[config.mk]
export PLATFORM = sky130hd
export DESIGN_NAME = pixel_scan_counter
export DESIGN_NICKNAME = d
export VERILOG_FILES = /design/src/rtl/pixel_scan_counter_pkg.sv /design/src/rtl/pixel_scan_counter.sv
export SDC_FILE = /design/constraint.sdc
export NUM_CORES = 1
export LEC_CHECK = 0
export ABC_AREA = 1
export BUFFER_PORTS_ARGS = -buffer_cell sky130_fd_sc_hd__buf_2
export CAP_MARGIN = 40
export CORE_ASPECT_RATIO = 1.1
export CORE_UTILIZATION = 50
export DETAILED_ROUTE_END_ITERATION = 10
export PLACE_DENSITY_LB_ADDON = 0.25
export SYNTH_ARGS = -nofsm -noshare
export SYNTH_HDL_FRONTEND = slang
export SYNTH_SLANG_ARGS = --single-unit
export TNS_END_PERCENT = 20
[constraint.sdc]
create_clock -name gpuClock -period 3.5 [get_ports gpuClock]
set_input_delay 0.35 -clock gpuClock [delete_from_list [all_inputs] [get_ports gpuClock]]
set_output_delay 0.35 -clock gpuClock [all_outputs]
set_load 0.005 [all_outputs]
[src/rtl/pixel_scan_counter_pkg.sv]
// Shared GPU scan definitions: coordinate width, default frame geometry
// and the scan state encoding used by the pixel counter pipe.
package pixel_scan_counter_pkg;

  // Width of the x/y coordinate buses; 2047 is the largest legal extent.
  localparam int PIX_W = 11;

  // Default frame geometry (720p) and forced-skip counter width.
  localparam int H_ACTIVE_DEF = 1280;
  localparam int V_ACTIVE_DEF = 720;
  localparam int CNT_W_DEF    = 16;

  // Scan sequencer states.
  typedef enum logic [1:0] {
    ST_IDLE = 2'd0,
    ST_SCAN = 2'd1,
    ST_DONE = 2'd2
  } scan_state_e;

endpackage

[src/rtl/pixel_scan_counter.sv]
// Pixel counter pipe: walks x/y across the active frame, presenting each
// coordinate to the palette pipe as a request. A coordinate advances when
// the palette pipe accepts it or when the pixel count controller forces a
// skip (the palette pipe already resolved that pixel). Forced skips that
// were not also accepted are counted per frame, saturating.
module pixel_scan_counter
  import pixel_scan_counter_pkg::*;
#(
  parameter int H_ACTIVE = H_ACTIVE_DEF,
  parameter int V_ACTIVE = V_ACTIVE_DEF,
  parameter int CNT_W    = CNT_W_DEF
) (
  input  logic             gpuClock,
  input  logic             gpuReset_n,
  input  logic             frameStart,
  input  logic             pixelIncForce,
  input  logic             reqReady,
  output logic             reqValid,
  output logic [PIX_W-1:0] xPixel_pixelCnt,
  output logic [PIX_W-1:0] yPixel_pixelCnt,
  output logic             lineDone,
  output logic             frameDone,
  output logic             busy,
  output logic [CNT_W-1:0] forcedCount
);

  // Last coordinate in each direction; wrap happens here, well before 2047.
  localparam logic [PIX_W-1:0] X_LAST  = PIX_W'(H_ACTIVE - 1);
  localparam logic [PIX_W-1:0] Y_LAST  = PIX_W'(V_ACTIVE - 1);
  localparam logic [CNT_W-1:0] CNT_MAX = '1;

  scan_state_e      state_q, state_d;
  logic [PIX_W-1:0] x_q, x_d;
  logic [PIX_W-1:0] y_q, y_d;
  logic             line_done_q, line_done_d;
  logic [CNT_W-1:0] forced_q, forced_d;

  logic scanning;
  logic accepted;
  logic advance;
  logic at_line_end;
  logic at_frame_end;

  // A request is outstanding for the whole SCAN state, so acceptance is
  // simply reqReady while scanning; a simultaneous force still advances once.
  assign scanning     = (state_q == ST_SCAN);
  assign accepted     = scanning && reqReady;
  assign advance      = scanning && (reqReady || pixelIncForce);
  assign at_line_end  = (x_q == X_LAST);
  assign at_frame_end = at_line_end && (y_q == Y_LAST);

  // Sequencer and x/y wrap counter: next state, next coordinate and the
  // line-complete pulse, which is registered so it appears the cycle after
  // the last pixel of a line advanced.
  always_comb begin
    state_d     = state_q;
    x_d         = x_q;
    y_d         = y_q;
    line_done_d = 1'b0;
    unique case (state_q)
      ST_IDLE: begin
        if (frameStart) begin
          state_d = ST_SCAN;
          x_d     = '0;
          y_d     = '0;
        end
      end
      ST_SCAN: begin
        if (advance) begin
          if (at_line_end) begin
            line_done_d = 1'b1;
            if (at_frame_end) begin
              // Final pixel: coordinates hold so downstream sees where we stopped.
              state_d = ST_DONE;
            end else begin
              x_d = '0;
              y_d = y_q + 1'b1;
            end
          end else begin
            x_d = x_q + 1'b1;
          end
        end
      end
      ST_DONE: begin
        state_d = ST_IDLE;
      end
      default: begin
        state_d = ST_IDLE;
      end
    endcase
  end

  // Forced-skip counter: cleared on frame start, counts forces that were
  // not also an accepted request, saturates, and holds once the frame ends.
  always_comb begin
    forced_d = forced_q;
    if ((state_q == ST_IDLE) && frameStart) begin
      forced_d = '0;
    end else if (scanning && pixelIncForce && !accepted && (forced_q != CNT_MAX)) begin
      forced_d = forced_q + 1'b1;
    end
  end

  // State and datapath registers; reset drops everything to zero with no pulses.
  always_ff @(posedge gpuClock or negedge gpuReset_n) begin
    if (!gpuReset_n) begin
      state_q     <= ST_IDLE;
      x_q         <= '0;
      y_q         <= '0;
      line_done_q <= 1'b0;
      forced_q    <= '0;
    end else begin
      state_q     <= state_d;
      x_q         <= x_d;
      y_q         <= y_d;
      line_done_q <= line_done_d;
      forced_q    <= forced_d;
    end
  end

  assign reqValid        = scanning;
  assign busy            = scanning;
  assign frameDone       = (state_q == ST_DONE);
  assign lineDone        = line_done_q;
  assign xPixel_pixelCnt = x_q;
  assign yPixel_pixelCnt = y_q;
  assign forcedCount     = forced_q;

endmodule

==> metrics <==
die span in y=79.0 µm; crit share post-route=65.5%; All-Layer GR Usage=24.3%; clock tree buffer depth=2; Multi-input gate area=0.00145 mm²; final setup vio count=0; Slew Limit Fails=0; Worst Max-Slew Pin Slew=0.748 ns; FF+latch count, synth=41; cell count after placement=502; Critical Path AT=2.52 ns; outcome=finished clean; vias in the first global route=2,387; CTS buffer count=5; vias per cell=5.21; grt ovf=0; Total Nets Final=446; Seq/Total Area, Yosys=38.1%; wire per inst=12.5 µm; IO Count=47; Critical Path Sink Type=flop; FF/Latch Area=0.00103 mm²; syn nets=400; Max-cap violations=0; Setup Fix Bufs, Post-CTS=0; first-pass GRT wire length=10.9 mm; clk root buf=clkbuf_8; maximum vdd drop=0.000211 V; later-pin clock latency in the skew report=0.29 ns; Mapped Avg Cell Area=6.87 µm²; initial core utilization=52.8%; Vias=2,664; Pwr per Cell Area=443 mW/mm²; initial drt markers=140; area leader, netlist=dfrtp_1; share of the synthesized area in the top cell type=38.1%; DRC viols=0; layout cells sized above 1=16.9%; maximum number of pins on one net before global-route repair=27; antenna-violating nets left=0; Site Rows=27; H-tree depth=2; core area=0.00510 mm²; Leak=1.65 nW; routed wire length=6.37 mm; drt first pass iters=4; CP Data Required Time=3.73 ns; initial antenna violation count=0; FILL cells=484; max_slew headroom=49.9%; GPL Wtd Cong=0.857; PortBufs=46; Area contributors post-synth=dfrtp_1 38%, nand2_1 20%, nor2_1 7.2%; hold crit path type=in2reg; Die W=72.0 µm; CP startpoint kind=flop; yosys warns=0; n_diodes=0; Final Critical Period=2.29 ns; overall die area=0.00568 mm²; Cells after Synth=392; Worst Skew=0.00226 ns; Yosys cell types=28; Final Hold Vio Count=0; CP Class=reg2reg; non-filler cells, final=511; TritonCTS clock tree=done; Fin Setup TNS=0 ns; Max Fclk=436 MHz; CTS clk-pin slew, worst paths=0.08 ns; RSZ-0062 raised after global routing=false; Mapped Area=0.00269 mm²; critical path fanouts, max=17; number of clock sinks seen by CTS=41; DP Wirelength=4.70 mm; Area Overhead vs Synth=14.7%
## synth_stat cells
| master | number |
|---|---|
| a21oi_1 | 6 |
| and2_1 | 1 |
| buf_1 | 1 |
| buf_4 | 4 |
| buf_6 | 3 |
| clkbuf_1 | 1 |
| dfrtp_1 | 41 |
| ha_1 | 3 |
| inv_1 | 34 |
| inv_2 | 4 |
| nand2_1 | 143 |
| nand2_2 | 3 |
| nand2_4 | 2 |
| nand3_1 | 32 |
| nand3_2 | 2 |
| nand3_4 | 1 |
| nand3b_1 | 4 |
| nand4_1 | 23 |
| nor2_1 | 52 |
| nor2_2 | 2 |
| nor2_4 | 4 |
| nor3_1 | 3 |
| nor3_2 | 1 |
| o21ai_0 | 10 |
| o21ai_2 | 1 |
| o21bai_1 | 3 |
| xnor2_1 | 1 |
| xor2_1 | 7 |
## path summary, 6_finish.rpt
kind	from	to	slack, ns	cells after the start
worst max-delay path	state_q[1]	forcedCount[10]	1.21	7
min in group asynchronous	gpuReset_n	xPixel_pixelCnt[4]	0.51	2
worst min-delay path	reqReady	lineDone	0.37	3
worst max register to register	state_q[1]	forcedCount[10]	1.21	7
max in group asynchronous	gpuReset_n	forcedCount[6]	2.52	3
worst min register to register	forcedCount[15]	forcedCount[15]	0.54	2
## where the power goes
part | total, mW | internal [mW] | switching [mW]
clock network | 0.399 | 0.233 | 0.167
logic | 0.379 | 0.122 | 0.256
registers | 0.590 | 0.521 | 0.0693
## sequential cells by signal, indices dropped and copies added (netlist names)
name             cells
xPixel_pixelCnt     11
state_q              2
yPixel_pixelCnt     11
lineDone             1
forcedCount         16
## per-stage QoR
stage | utilization [%] | setup WS (ns) | power, mW | area [µm²] | hold WS, ns
4_1_cts | 60.5 | 1.20 | 1.38 | 3090 | 0.353
3_5_place_dp | 58.1 | 1.21 | 0.977 | 2960 | 0.299
6_report | 60.5 | 1.21 | 1.37 | 3090 | 0.369
5_1_grt | 60.5 | 1.02 | 1.46 | 3090 | 0.391
3_3_place_gp | 57.7 | 1.32 | 0.961 | 2940 | 0.512
2_1_floorplan | - | 1.89 | 0.873 | 2690 | 0.0544
## cell type report
class                   count  area share (%)
clock inverters             1           0.972
clock buffers               7            2.80
well taps                  72            2.92
repair buffers             48            8.43
multi-input cells         304            47.0
flip-flops and latches     41            33.2
inverters                  38            4.62
## what timing repair did
action / in CTS / in global routing
hold buffers: 1 / 0
hold endpoints to repair: 15 / 0
resized for setup: 0 / 0
## cells in the final DEF (no fill, tap or decap), types with 4 or more instances in the layout
master,instances
clkbuf_8,6
nand3b_1,4
buf_2,46
nand3_1,32
nor2_4,4
a21oi_1,6
inv_1,34
inv_2,4
dfrtp_1,41
xor2_1,7
nand4_1,23
o21ai_0,10
nand2_1,143
nor2_1,52
## cell families (layout without fill, tap and decap cells)
group,Yosys count,in the layout,share of synthesized area [%]
xor+xnor,8,8,2.60
buf+inv,47,94,7.95
simple gates,273,273,45.8
flops,41,41,38.1
compound gates,20,20,4.14
fa+ha+maj,3,3,1.39
## per-layer routing
metal / routed length [µm] / up-vias / part of all wire, % / GRT usage (%)
met5: 0 / - / 0 / 0
met3: 216 / 10 / 3.4 / 3.55
met1: 2900 / 1248 / 46 / 31.1
li1: - / 1346 / - / -
met2: 3150 / 60 / 49 / 41.8
met4: 102 / 0 / 1.6 / 8.24
## critical path, cell delays in order, from the launching register on
cell and delay [ns]:
dfrtp_1 0.45, nor2_4 0.38, inv_2 0.19, nor3_2 0.23, inv_1 0.06, nor2_1 0.59, nand4_1 0.22, nand2_1 0.11
No activity file was read; power rests on OpenSTA's default activity.
